### src/rtl/serial_subtractor.sv
// serial_subtractor: bit-serial two's-complement subtractor, D = A - B.
// Operands are consumed LSB first, one bit per clock, through a single
// registered full-subtractor cell. The borrow flop carries between bits.
// Handshake: start_in is accepted in IDLE or DONE. done_out pulses for one cycle.
// Optional feature macro: SERIAL_SUB_SIGNED_OVF_EN adds ovf_out, the signed
// overflow of A - B.
`timescale 1ns/1ps

module serial_subtractor #(
  parameter int WIDTH = 8
) (
  input  logic             clk_in,
  input  logic             rst_in,
  input  logic             start_in,
  input  logic [WIDTH-1:0] a_in,
  input  logic [WIDTH-1:0] b_in,
  output logic             busy_out,
  output logic             done_out,
  output logic [WIDTH-1:0] d_out,
  output logic             b_out
`ifdef SERIAL_SUB_SIGNED_OVF_EN
  ,
  output logic             ovf_out
`endif
);

  localparam int CNT_W = $clog2(WIDTH);

  typedef enum logic [1:0] {
    IDLE  = 2'd0,
    SHIFT = 2'd1,
    DONE  = 2'd2
  } state_t;

  state_t           state;
  state_t           state_next;

  logic [WIDTH-1:0] a_sh;      // minuend shift register
  logic [WIDTH-1:0] b_sh;      // subtrahend shift register
  logic [WIDTH-2:0] res;       // partial result, upper WIDTH-1 bits so far
  logic [WIDTH-1:0] res_next;  // result register after this cycle's bit
  logic [CNT_W-1:0] cnt;       // index of the bit being processed
  logic             bw;        // borrow into the current bit

  logic             accept;
  logic             last_bit;
  logic             diff;
  logic             bw_next;

  // Full-subtractor cell on the operand LSBs and the stored borrow.
  always_comb begin
    diff     = a_sh[0] ^ b_sh[0] ^ bw;
    bw_next  = (~a_sh[0] & b_sh[0]) | (~(a_sh[0] ^ b_sh[0]) & bw);
    res_next = {diff, res};
    accept   = start_in && ((state == IDLE) || (state == DONE));
    last_bit = (state == SHIFT) && (cnt == CNT_W'(WIDTH - 1));
  end

  // State register.
  always_ff @(posedge clk_in or posedge rst_in) begin
    // NOTE: sequential state uses non-blocking assignments so every flop
    // samples pre-edge values regardless of the order of the statements.
    if (rst_in) begin
      state <= IDLE;
    end else begin
      state <= state_next;
    end
  end

  // Next-state logic.
  always_comb begin
    // NOTE: default assignment first, so no path through the case leaves
    // state_next unassigned and no latch is inferred.
    state_next = state;
    unique case (state)
      IDLE:    if (start_in) state_next = SHIFT;
      SHIFT:   if (last_bit) state_next = DONE;
      DONE:    state_next = start_in ? SHIFT : IDLE;
      default: state_next = IDLE;
    endcase
  end

  // Handshake outputs are decoded directly from the state.
  always_comb begin
    busy_out = (state == SHIFT);
    done_out = (state == DONE);
  end

  // Operand capture, serial datapath and the counter.
  always_ff @(posedge clk_in or posedge rst_in) begin
    // NOTE: the operand and result registers are cleared as well. After reset
    // the block is in a known state, not only its visible outputs.
    if (rst_in) begin
      a_sh <= '0;
      b_sh <= '0;
      res  <= '0;
      cnt  <= '0;
      bw   <= 1'b0;
    end else if (accept) begin
      a_sh <= a_in;
      b_sh <= b_in;
      res  <= '0;
      cnt  <= '0;
      bw   <= 1'b0;
    end else if (state == SHIFT) begin
      a_sh <= a_sh >> 1;
      b_sh <= b_sh >> 1;
      res  <= res_next[WIDTH-1:1];
      cnt  <= cnt + CNT_W'(1);
      bw   <= bw_next;
    end
  end

  // Result outputs load on entry to DONE and hold until the next result.
  always_ff @(posedge clk_in or posedge rst_in) begin
    if (rst_in) begin
      d_out <= '0;
      b_out <= 1'b0;
    end else if (last_bit) begin
      d_out <= res_next;
      b_out <= bw_next;
    end
  end

`ifdef SERIAL_SUB_SIGNED_OVF_EN
  // Signed overflow: the borrow into the MSB differs from the borrow out of it.
  always_ff @(posedge clk_in or posedge rst_in) begin
    if (rst_in) begin
      ovf_out <= 1'b0;
    end else if (last_bit) begin
      ovf_out <= bw ^ bw_next;
    end
  end
`endif

endmodule

### config.mk
export PLATFORM = sky130hd
export DESIGN_NAME = serial_subtractor
export DESIGN_NICKNAME = d
export VERILOG_FILES = /design/src/rtl/serial_subtractor.sv
export SDC_FILE = /design/constraint.sdc
export NUM_CORES = 1
export LEC_CHECK = 0
export CAP_MARGIN = 5
export CORE_MARGIN = 10
export CORE_UTILIZATION = 55
export DETAILED_ROUTE_END_ITERATION = 6
export PLACE_DENSITY = 0.81
export SETUP_SLACK_MARGIN = 0.15
export SYNTH_ARGS = -nofsm -noshare
export SYNTH_HDL_FRONTEND = slang
export SYNTH_SLANG_ARGS = --single-unit
### constraint.sdc
create_clock -name clk_in -period 2.25 [get_ports clk_in]
set_input_delay 0.45 -clock clk_in [delete_from_list [all_inputs] [get_ports clk_in]]
set_output_delay 0.45 -clock clk_in [all_outputs]
set_load 0.005 [all_outputs]
**Word level (Yosys, flattened, before mapping)**

Index checks and enable logic that the tools add are counted.

- Bits in registers: 38
- Bits in latches: 0
- Memory bits (writable): 0
- Memory bits (read-only): 0
- Input bits: 19
- Output and inout bits: 11
- Logic and storage cells: 41
- Memories kept: 0

- $add $sub $neg: 1
- Multiply operators: 0
- Divide/modulo/power cells: 0
- $lt $le $gt $ge: 0
- Eq/ne operators: 5
- Shift-type cells: 0
- Muxes and demuxes: 14
- Bitwise gates (word level): 7
- Reductions and logical operators: 6

Operators with widths:

| cell | number |
|---|---|
| 8-bit 2-to-1 mux | 4 |
| 7-bit 2-to-1 mux | 2 |
| 3-bit 2-to-1 mux | 2 |
| 2-bit one-hot mux with 3 select lines | 1 |
| 2-bit 2-to-1 mux | 2 |
| 3-bit by 1-bit adder with 3-bit output (second input constant) | 1 |
| 3-bit equality test (second input constant) | 1 |
| 1-bit 2-to-1 mux | 3 |
| 1-bit AND | 2 |
| 2-bit by 1-bit equality test with 1-bit output (second input constant) | 1 |
| 2-bit equality test (second input constant) | 1 |
| 1-bit logical AND | 2 |
| 2-bit zero test | 1 |
| 2-bit by 1-bit != test with 1-bit output (second input constant) | 1 |
| 2-bit != test (second input constant) | 1 |
| 1-bit NOT | 2 |
| 2-bit AND reduction | 1 |
| 2-bit nonzero test | 1 |
| 1-bit bitwise XOR | 2 |
| 1-bit logical OR | 1 |
| 1-bit bitwise OR | 1 |

**Longest topological paths before layout**

- Word-level depth: 6
- Gate-level depth with buffers: 6
- Mapped depth without buffers: 5

**Least setup slack after synthesis**

No wires, ideal clock.

- Path type: reg2reg
- Start: register cnt[0]
- End: register d_out[0]
- Setup time: 125 ps
- Arrival time: 1318 ps
- Required time: 2125 ps
- Slack: 808 ps
- Stages on the path, launching flop included: 6
- Buffers on the path: 1
- Period minus slack after synthesis: 1442 ps
- Cell sequence: dfrtp_1 -> ha_1 -> ha_1 -> nand3b_2 -> buf_6 -> mux2_2

- Longest elaborated chain between the ends: 2

Ends and longest elaborated chain:

| element | line | text |
|---|---|---|
| start: declaration | 42 | `logic [CNT_W-1:0] cnt;` |
| start signal: assignment | 109 | `cnt <= cnt + CNT_W'(1);` |
| 3-bit equality test | 56 | `last_bit = (state == SHIFT) && (cnt == CNT_W'(WIDTH - 1));` |
| 1-bit logical AND | 56 |  |
| end signal: assignment | 120 | `d_out <= res_next;` |
| end: declaration | 19 | `output logic [WIDTH-1:0] d_out,` |

No other way between the ends.
A chain may end at the register's enable or synchronous reset.

**Final worst setup path**

- Start: register state[1]
- End: output busy_out

- Longest elaborated chain between the ends: 1

Ends and longest elaborated chain:

| element | line | text |
|---|---|---|
| start: declaration | 35 | `state_t state;` |
| start signal: assignment | 66 | `state <= state_next;` |
| 2-bit by 1-bit equality test with 1-bit output | 85 | `busy_out = (state == SHIFT);` |
| end: declaration | 17 | `output logic busy_out,` |

No other way between the ends.

==> reports/metrics.yaml <==
dp.cells: 194
peakVddDrop_v: 0.000784
cp_max_fo: 5
switching_power_uw: 1000
hold_violations: 0
hold_path.class: "in2async"
status: "completed"
wl_mm: 3.62
first_global_vias: 1310
insertion_delay_ns: 0.35
p_int_uw: 1920
diodes: 0
power_density_nw_per_um2: 1400
track_usage: 0.139
start_util: 0.590
crit_required_ns: 1.80
synth_warnings: 0
period_needed_ns: 2.00
path_class: "reg2out"
fp.dieH_um: 75.1
avgSynthCellArea_sq_um: 12.2
synth_ff_type: "dfrtp_1"
synth_top_area_share: 0.570
cts_root_buf: "clkbuf_4"
overflow: 0
yosysSeqAreaShare: 0.570
wl_per_cell_um: 17.7
crit_arrival_ns: 1.55
fin_area_sq_um: 2090
netSwitchingFraction: 0.343
placed_area_sq_um: 1980
start_kind: "flip-flop"
slew_violations: 0
ioPinCount: 30
ys_seq_elements: 38
finClkSkew_ns: 0.0153
areaGrowthSynthToFinish_pct: 25.3
maxCapViolCount: 0
rsz0062_at_grt: "false"
async_flop_share: 1.00
synth.most_common_cell: "dfrtp_1"
p_leak_uw: 0.000943
cts_buffers: 5
vias: 1240
antenna_found_initial: 0
pwr-share-comb: 0.431
drc: 0
syn_inst: 137
io_buffers: 29
final_cells: 205
post-synth-top-area-cell: "dfrtp_1"
die_x_um: 75.1
ff2ff_setup_slack_ns: 0.70
synth_common_cells: "dfrtp_1 (38), mux2_2 (15), nor2_1 (13)"
hpwlAfterDp_mm: 2.42
synth_edf_count: 0
ctsHoldBuffers: 0
htree_levels: 2
ant_nets: 0
fin_hold_ws_ns: 0.496
max_freq_mhz: 500
p_seq_frac: 0.415
period_share: 0.888
num_rows: 19
max_slew_margin: 0.564
tightest_slew_ns: 0.652
drive_above_1_share: 0.207
grt_pass1_wl_mm: 5.95
total_power_uw: 2930
drtPass1Iterations: 4
synth_area_leaders: "dfrtp_1 (57%), mux2_2 (10%), a22o_1 (6.3%)"
ys_types: 27
syn_area_sq_um: 1670
viasPerCell: 6.05
cts_tree: "built"
cts.path.max_buffers: 2
drt_iter0_drc: 69
nNetsFinal: 195
fp.dieArea_sq_um: 5640
setup_tns_ns: 0
cts.sinks: 38
gp_congestion: 0.779
critPathCaptureType: "output port"
clock_power_share: 0.155
grt_max_degree: 39
setup_viol: 0
core_sq_um: 2830
synthesis.nets: 159
path_clk_slew_ns: 0.12
-- per-stage QoR --
stage / setup WS (ns) / util
global placement: 0.453 / 0.700
detailed placement: 0.407 / 0.700
floorplan: 0.808 / -
global route: 0.171 / 0.739
finish: 0.252 / 0.739
CTS: 0.155 / 0.728
-- worst paths after layout --
check                         start        to  depth (start not counted)
min in group clk_in              bw        bw                          1
setup / recovery           state[1]  busy_out                          3
hold / removal               rst_in  d_out[6]                          3
setup reg to reg             cnt[0]  d_out[1]                          4
max in group asynchronous    rst_in   a_sh[0]                          3
hold reg to reg                  bw        bw                          1
-- cell type report --
cell class / count / area (sq um)
clock buffer: 5 / 37.5
clock inverter: 3 / 40.0
fill: 210 / 737
inverter: 5 / 23.8
multi-input combinational: 86 / 644
sequential: 38 / 951
tap: 31 / 38.8
timing repair buffer: 37 / 357
-- cell families after synthesis --
group,Yosys count,synth area share
AND/OR/NAND/NOR,34,0.106
AO/OA/AOI/OAI,31,0.134
multiplexers,17,0.113
adder cells (fa/ha/maj),3,0.0270
flip-flops,38,0.570
XOR/XNOR,1,0.00525
buffers and inverters,13,0.0442
-- per-layer routing --
metal	wire, um	up-vias	GRT usage
met4	63	0	0.0546
met3	188	8	0.0499
met5	0	-	0
met2	1840	37	0.235
met1	1530	626	0.157
li1	-	569	-
-- placed cells by master, fill, tap and decap left out, types with 2 or more instances in the layout --
cell,netlist,final
clkbuf_4,0,5
clkdlybuf4s50_1,0,28
inv_1,4,4
dfrtp_1,38,38
nor2_1,13,13
o21ai_0,2,2
mux2i_1,2,2
buf_4,4,7
o22ai_1,12,12
nor3_1,12,12
a21oi_1,2,2
a22o_1,12,12
ha_1,2,2
mux2_2,15,15
nor2b_1,3,3
a211oi_1,2,2
clkinv_2,0,2
-- critical path, stage by stage, from the launching register on --
cell             delay [ns]
dfrtp_1                0.42
nand2b_2               0.22
clkinv_4               0.07
clkdlybuf4s50_1        0.50
-- power groups by stage --
stage               Clock, uW  Sequential (uW)  Combinational [uW]
CTS                       460             1210                1220
detailed placement          0             1220                1190
floorplan                   0             1170                 821
global placement            0             1200                1140
global route              489             1260                1400
finish                    453             1210                1260
-- what timing repair did --
item                                    in CTS  in global routing
pin swaps                                    0                  0
endpoints found under the setup margin       1                  2
buffers inserted                             0                  3
gates resized for setup                      1                  4
-- flip-flops by register name, indices dropped and copies added (netlist names) --
register and flops:
a_sh 8, b_sh 8, d_out 8, res 7, cnt 3, state 2, b_out 1, bw 1
(Power assumes the default switching activity.)
